<file path="src/rtl/mem_access.sv">
// rtl/mem_access.sv - MEM-stage data-memory access unit
//
// Turns the registered EX/MEM load/store request into a req/ack data-bus
// transaction. It steers byte lanes and extends load data, and it detects
// misaligned and timed-out (DBE) accesses. stall_req is raised while a
// transaction is outstanding.
//
// Ports:
//   clk, rst              clock, asynchronous active-high reset
//   mem_*                 request fields from EX/MEM (held stable while stalled)
//   flush, hold           pipeline flush / downstream stall
//   bus_req..bus_wdata    registered bus request
//   bus_ack, bus_rdata    bus completion pulse and read data
//   stall_req             combinational stall request
//   wb_*                  combinational results toward MEM/WB
`timescale 1ns/1ps

module mem_access #(
    parameter int TIMEOUT_CYCLES = 256
) (
    input  logic        clk,
    input  logic        rst,
    input  logic        mem_ce,
    input  logic        mem_we,
    input  logic [31:0] mem_addr,
    input  logic [31:0] mem_wdata,
    input  logic [1:0]  mem_size,
    input  logic        mem_signed,
    input  logic        mem_reg_we,
    input  logic [4:0]  mem_reg_waddr,
    input  logic [31:0] mem_reg_wdata,
    input  logic        mem_exc_in,
    input  logic [4:0]  mem_exc_code_in,
    input  logic        flush,
    input  logic        hold,
    output logic        bus_req,
    output logic        bus_we,
    output logic [31:0] bus_addr,
    output logic [3:0]  bus_be,
    output logic [31:0] bus_wdata,
    input  logic        bus_ack,
    input  logic [31:0] bus_rdata,
    output logic        stall_req,
    output logic        wb_reg_we,
    output logic [4:0]  wb_reg_waddr,
    output logic [31:0] wb_reg_wdata,
    output logic        wb_exc,
    output logic [4:0]  wb_exc_code,
    output logic [31:0] wb_badvaddr
);

    localparam int                CNT_W    = $clog2(TIMEOUT_CYCLES);
    localparam logic [CNT_W-1:0]  CNT_LAST = CNT_W'(TIMEOUT_CYCLES - 1);

    localparam logic [4:0] EXC_ADEL = 5'd4;
    localparam logic [4:0] EXC_ADES = 5'd5;
    localparam logic [4:0] EXC_DBE  = 5'd7;

    typedef enum logic [1:0] {
        S_IDLE  = 2'd0,
        S_REQ   = 2'd1,
        S_DONE  = 2'd2,
        S_DRAIN = 2'd3
    } state_t;

    state_t             state_q, state_d;
    logic               bus_req_q, bus_req_d;
    logic               bus_we_q, bus_we_d;
    logic [31:0]        bus_addr_q, bus_addr_d;
    logic [3:0]         bus_be_q, bus_be_d;
    logic [31:0]        bus_wdata_q, bus_wdata_d;
    logic [CNT_W-1:0]   cnt_q, cnt_d;
    logic [31:0]        load_buf_q, load_buf_d;
    logic               dbe_q, dbe_d;

    logic [1:0]         off;
    logic               misaligned;
    logic               acc;
    logic [3:0]         lane_be;
    logic [31:0]        lane_wdata;
    logic [31:0]        load_shift;
    logic [31:0]        load_ext;
    logic               in_done;

    assign off        = mem_addr[1:0];
    assign misaligned = mem_ce & (((mem_size == 2'b01) & off[0]) |
                                  (mem_size[1] & (off != 2'b00)));
    assign acc        = mem_ce & ~mem_exc_in & ~misaligned & ~flush;
    assign in_done    = (state_q == S_DONE);

    // Store lane steering: data is replicated across lanes so the byte
    // enables alone select what the memory writes.
    always_comb begin
        lane_be    = 4'hF;
        lane_wdata = mem_wdata;
        case (mem_size)
            2'b00: begin
                lane_be    = 4'b0001 << off;
                lane_wdata = {4{mem_wdata[7:0]}};
            end
            2'b01: begin
                lane_be    = 4'b0011 << off;
                lane_wdata = {2{mem_wdata[15:0]}};
            end
            default: ;
        endcase
    end

    // Load extraction uses the still-held EX/MEM fields to pick the lane.
    assign load_shift = load_buf_q >> {off, 3'b000};

    always_comb begin
        load_ext = load_shift;
        case (mem_size)
            2'b00: load_ext = mem_signed ? {{24{load_shift[7]}}, load_shift[7:0]}
                                         : {24'h0, load_shift[7:0]};
            2'b01: load_ext = mem_signed ? {{16{load_shift[15]}}, load_shift[15:0]}
                                         : {16'h0, load_shift[15:0]};
            default: ;
        endcase
    end

    always_comb begin
        state_d     = state_q;
        bus_req_d   = bus_req_q;
        bus_we_d    = bus_we_q;
        bus_addr_d  = bus_addr_q;
        bus_be_d    = bus_be_q;
        bus_wdata_d = bus_wdata_q;
        cnt_d       = cnt_q;
        load_buf_d  = load_buf_q;
        dbe_d       = dbe_q;
        case (state_q)
            S_IDLE: begin
                if (acc) begin
                    bus_req_d   = 1'b1;
                    bus_we_d    = mem_we;
                    bus_addr_d  = {mem_addr[31:2], 2'b00};
                    bus_be_d    = lane_be;
                    bus_wdata_d = lane_wdata;
                    cnt_d       = '0;
                    state_d     = S_REQ;
                end
            end
            S_REQ: begin
                // An ack in the same cycle as flush or timeout still completes.
                if (bus_ack) begin
                    bus_req_d  = 1'b0;
                    load_buf_d = bus_rdata;
                    state_d    = S_DONE;
                end else if (flush) begin
                    // The issued request cannot be withdrawn; wait for its ack.
                    state_d = S_DRAIN;
                end else if (cnt_q == CNT_LAST) begin
                    bus_req_d = 1'b0;
                    dbe_d     = 1'b1;
                    state_d   = S_DONE;
                end else begin
                    cnt_d = cnt_q + 1'b1;
                end
            end
            S_DONE: begin
                if (flush || !hold) begin
                    dbe_d   = 1'b0;
                    state_d = S_IDLE;
                end
            end
            S_DRAIN: begin
                if (bus_ack || (cnt_q == CNT_LAST)) begin
                    bus_req_d = 1'b0;
                    state_d   = S_IDLE;
                end else begin
                    cnt_d = cnt_q + 1'b1;
                end
            end
            default: state_d = S_IDLE;
        endcase
    end

    always_ff @(posedge clk or posedge rst) begin
        if (rst) begin
            state_q     <= S_IDLE;
            bus_req_q   <= 1'b0;
            bus_we_q    <= 1'b0;
            bus_addr_q  <= '0;
            bus_be_q    <= '0;
            bus_wdata_q <= '0;
            cnt_q       <= '0;
            load_buf_q  <= '0;
            dbe_q       <= 1'b0;
        end else begin
            state_q     <= state_d;
            bus_req_q   <= bus_req_d;
            bus_we_q    <= bus_we_d;
            bus_addr_q  <= bus_addr_d;
            bus_be_q    <= bus_be_d;
            bus_wdata_q <= bus_wdata_d;
            cnt_q       <= cnt_d;
            load_buf_q  <= load_buf_d;
            dbe_q       <= dbe_d;
        end
    end

    assign bus_req   = bus_req_q;
    assign bus_we    = bus_we_q;
    assign bus_addr  = bus_addr_q;
    assign bus_be    = bus_be_q;
    assign bus_wdata = bus_wdata_q;

    always_comb begin
        case (state_q)
            S_IDLE:  stall_req = acc;
            S_DONE:  stall_req = 1'b0;
            default: stall_req = 1'b1;
        endcase
    end

    // Exception priority: upstream, then alignment, then bus timeout.
    always_comb begin
        wb_exc      = 1'b0;
        wb_exc_code = 5'd0;
        wb_badvaddr = 32'h0;
        if (mem_exc_in) begin
            wb_exc      = 1'b1;
            wb_exc_code = mem_exc_code_in;
        end else if (misaligned) begin
            wb_exc      = 1'b1;
            wb_exc_code = mem_we ? EXC_ADES : EXC_ADEL;
            wb_badvaddr = mem_addr;
        end else if (in_done && dbe_q) begin
            wb_exc      = 1'b1;
            wb_exc_code = EXC_DBE;
        end
    end

    assign wb_reg_we    = mem_reg_we & ~wb_exc & ~stall_req;
    assign wb_reg_waddr = mem_reg_waddr;
    assign wb_reg_wdata = (in_done && mem_ce && !mem_we) ? load_ext : mem_reg_wdata;

endmodule
</file>
<file path="config.mk">
export PLATFORM = sky130hd
export DESIGN_NAME = mem_access
export DESIGN_NICKNAME = d
export VERILOG_FILES = /design/src/rtl/mem_access.sv
export SDC_FILE = /design/constraint.sdc
export NUM_CORES = 1
export LEC_CHECK = 0
export BUFFER_PORTS_ARGS = -buffer_cell sky130_fd_sc_hd__buf_4
export CAP_MARGIN = 15
export CELL_PAD_IN_SITES_DETAIL_PLACEMENT = 1
export CELL_PAD_IN_SITES_GLOBAL_PLACEMENT = 2
export CORE_MARGIN = 4
export CORE_UTILIZATION = 29
export CTS_CLUSTER_SIZE = 28
export DETAILED_ROUTE_END_ITERATION = 10
export PLACE_DENSITY_LB_ADDON = 0.1
export SLEW_MARGIN = 0
export SYNTH_ARGS = -nofsm -noshare
export SYNTH_HDL_FRONTEND = slang
export SYNTH_SLANG_ARGS = --single-unit
</file>
<file path="constraint.sdc">
create_clock -name clk -period 7 [get_ports clk]
set_clock_uncertainty 0.2 [all_clocks]
set_input_delay 0 -clock clk [delete_from_list [all_inputs] [get_ports clk]]
set_output_delay 0 -clock clk [all_outputs]
set_load 0.1 [all_outputs]
</file>
==> metrics <==
crit end category=output pin; total track usage=19.9%; nets@finish=1126; PortBufs=284; top_reg_cell synth=dfrtp_1; Max FO, Critical Path=16; Max Cap Viol=0; final instance area=9940 um^2; # hold bufs at CTS=115; routability cong.=0.758; Skew-Pair Late Insertion Delay=0.35 ns; overflow left after global routing=0; logic gate share of total power=64.4%; Chip Height=155 um; Clk pin slew, worst setup/hold paths=0.07 ns; hpwl dp=17300 um; Setup Viol. Count Final=0; Worst slew margin=31.1%; Root Buffer=clkbuf_16; die area=23900 um^2; # DRC=0; total number of vias=6025; commonest non-fill, non-tap cells in the layout=buf_4, dlygate4sd3_1, dfrtp_1; first-pass GRT wire length=38000 um; switching share of power=58.7%; synth unique cells=57; EDFF count, synth=0; Post-CTS Resized=0; power per cell area=468 nW/um^2; VDD IR max=0.000336 V; Critical Path RT=6.80 ns; ratio of cells with drive above 1 in the final layout=37.4%; synthesized area per cell=10.4 um^2; routed len/inst=19.3 um; Boundary Pins=297; Inst Count DP=1118; Switch Pwr=2.73 mW; WL final=24000 um; final setup TNS=0 ns; post-synthesis register bit count=111; worst path cell trace=inv_1, ha_1, nand3b_1, a31oi_4, o21ai_1, o21a_1, buf_4; clk sink count=111; initial antenna violation count=0; final period utilization=44.5%; share of flip-flops with an asynchronous set or reset=100%; worst-path cell with the longest stage delay=a31oi_4; Synth Instances=601; register area share after synthesis=44.6%; Final Hold Viols=0; Crit Path Class=flop to output pin; TritonCTS Buffers=9; crit-path max cell delay=0.61 ns; die width=155 um; vias per cell=4.83; H-Tree Level Count=3; CP startpoint kind=flop; Syn. warnings=0; Antenna diodes=0; min-delay worst type=input pin to flop; Final ANT Viol Nets=0; placed inst area=8520 um^2; Internal=1.92 mW; minimum clock period=3.12 ns; pin count of the biggest net entering global routing=95; drt pass-1 iters=4; Area Growth Syn to Fin=59.6%; final cell count without fillers=1248; critical path arrival=2.92 ns; mapped cell area=6230 um^2; Worst R2R Setup Slack=4.28 ns; postcts setup bufs=0; Starting Density=29.5%; status=complete, no violations; Clock Path Buffers=2; clock power share=10.7%; RSZ-0062 raised after global routing=no; row cnt=53; Flop pwr share=24.9%; CTS tree=yes; commonest non-fill, non-tap cell in the layout=buf_4; DRT iter0 DRCs=169; fmax=0.321 GHz; number of global-route vias before repair=6747; filler instances=2344; actual slew at the worst max-slew pin=1.03 ns; Core Region=21100 um^2; Pleak=4.83 nW; Final Slew Violations=0
==> state kept, by name (all words and copies together) (netlist names) <==
signal and flops:
bus_addr 30, bus_be 4, bus_req 1, bus_wdata 32, bus_we 1, cnt_q 8
dbe_q 1, load_buf_q 32, state_q 2
==> cells by family (layout without fill, tap and decap cells) <==
group / after synthesis / count (layout) / synth area share (%)
and+or+nand+nor: 186 / 186 / 15.8
DFF: 111 / 111 / 44.6
adders and majority gates: 7 / 7 / 1.41
AOI/OAI and AO/OA: 122 / 122 / 13.2
muxes: 116 / 116 / 20.3
buffers and inverters: 58 / 429 / 4.64
other: 1 / 2 / 0.0602
==> critical path: cells and delay by family, from the launching register on <==
kind                       cells  cell delay (ns)
adders and majority gates      1             0.31
and+or+nand+nor                1             0.57
buffers and inverters          2             0.40
DFF                            1             0.41
AOI/OAI and AO/OA              3             0.86
==> path summary, 6_finish.rpt <==
| kind | start | end | cells after the start |
|---|---|---|---|
| setup reg to reg | state_q[1] | cnt_q[0] | 6 |
| hold / removal | mem_ce | bus_be[2] | 4 |
| min in group asynchronous | rst | bus_wdata[7] | 3 |
| hold reg to reg | bus_wdata[23] | bus_wdata[23] | 2 |
| max in group asynchronous | rst | bus_addr[12] | 4 |
| setup / recovery | state_q[0] | wb_reg_wdata[15] | 7 |
==> cell type report <==
| type | count | area [um^2] | area share (%) |
|---|---|---|---|
| well taps | 275 | 344 | 3.46 |
| clock inverters | 4 | 30.0 | 0.302 |
| flip-flops and latches | 111 | 2780 | 27.9 |
| inverters | 10 | 40.0 | 0.403 |
| repair buffers | 404 | 3320 | 33.4 |
| multi-input cells | 433 | 3180 | 32.0 |
| clock buffers | 11 | 243 | 2.44 |
==> routing by layer <==
metal / GRT usage, % / up-vias / wire (um)
met3: 5.54 / 20 / 1720
met1: 23.7 / 2960 / 9710
li1: - / 2849 / -
met2: 35.4 / 196 / 12300
met4: 4.79 / 0 / 356
met5: 0 / - / 0
==> power groups by stage <==
| stage | clock network, mW | registers (mW) | logic [mW] |
|---|---|---|---|
| final | 0.497 | 1.16 | 3.00 |
| after global routing | 0.541 | 1.20 | 3.13 |
| after CTS | 0.519 | 1.16 | 3.02 |
| after detailed placement | 0 | 1.17 | 2.95 |
| after global placement | 0 | 1.14 | 2.91 |
| after floorplan | 0 | 2.50 | 0.913 |
==> Yosys cell counts, types with 10 or more instances <==
master    count  share of area, %
o21ai_0      30               2.4
nor2_1       39               2.4
buf_2        15               1.2
mux2_1       28               5.1
and2_1       49               4.9
nand2_1      50               3.0
and3_1       11               1.1
dfrtp_1     111                45
mux2i_1      41               6.6
o31ai_1      11               1.3
o22a_1       16               2.3
buf_4        10               1.2
o21ai_1      12              0.96
mux2_2       46               8.3
clkbuf_1     15              0.90
a21oi_1      22               1.8
inv_1        10              0.60
==> stage by stage <==
| stage | utilization, % | power, mW | worst slack [ns] | hold WS [ns] |
|---|---|---|---|---|
| after global routing | 47.1 | 4.87 | 3.62 | 0.0416 |
| after global placement | 40.4 | 4.06 | 4.31 | -0.199 |
| final | 47.1 | 4.65 | 3.88 | 0.0343 |
| after floorplan | - | 3.41 | 3.26 | -0.0683 |
| after CTS | 47.1 | 4.70 | 3.84 | 0.0170 |
| after detailed placement | 40.4 | 4.11 | 4.23 | -0.199 |
No activity file was read; power rests on OpenSTA's default activity.
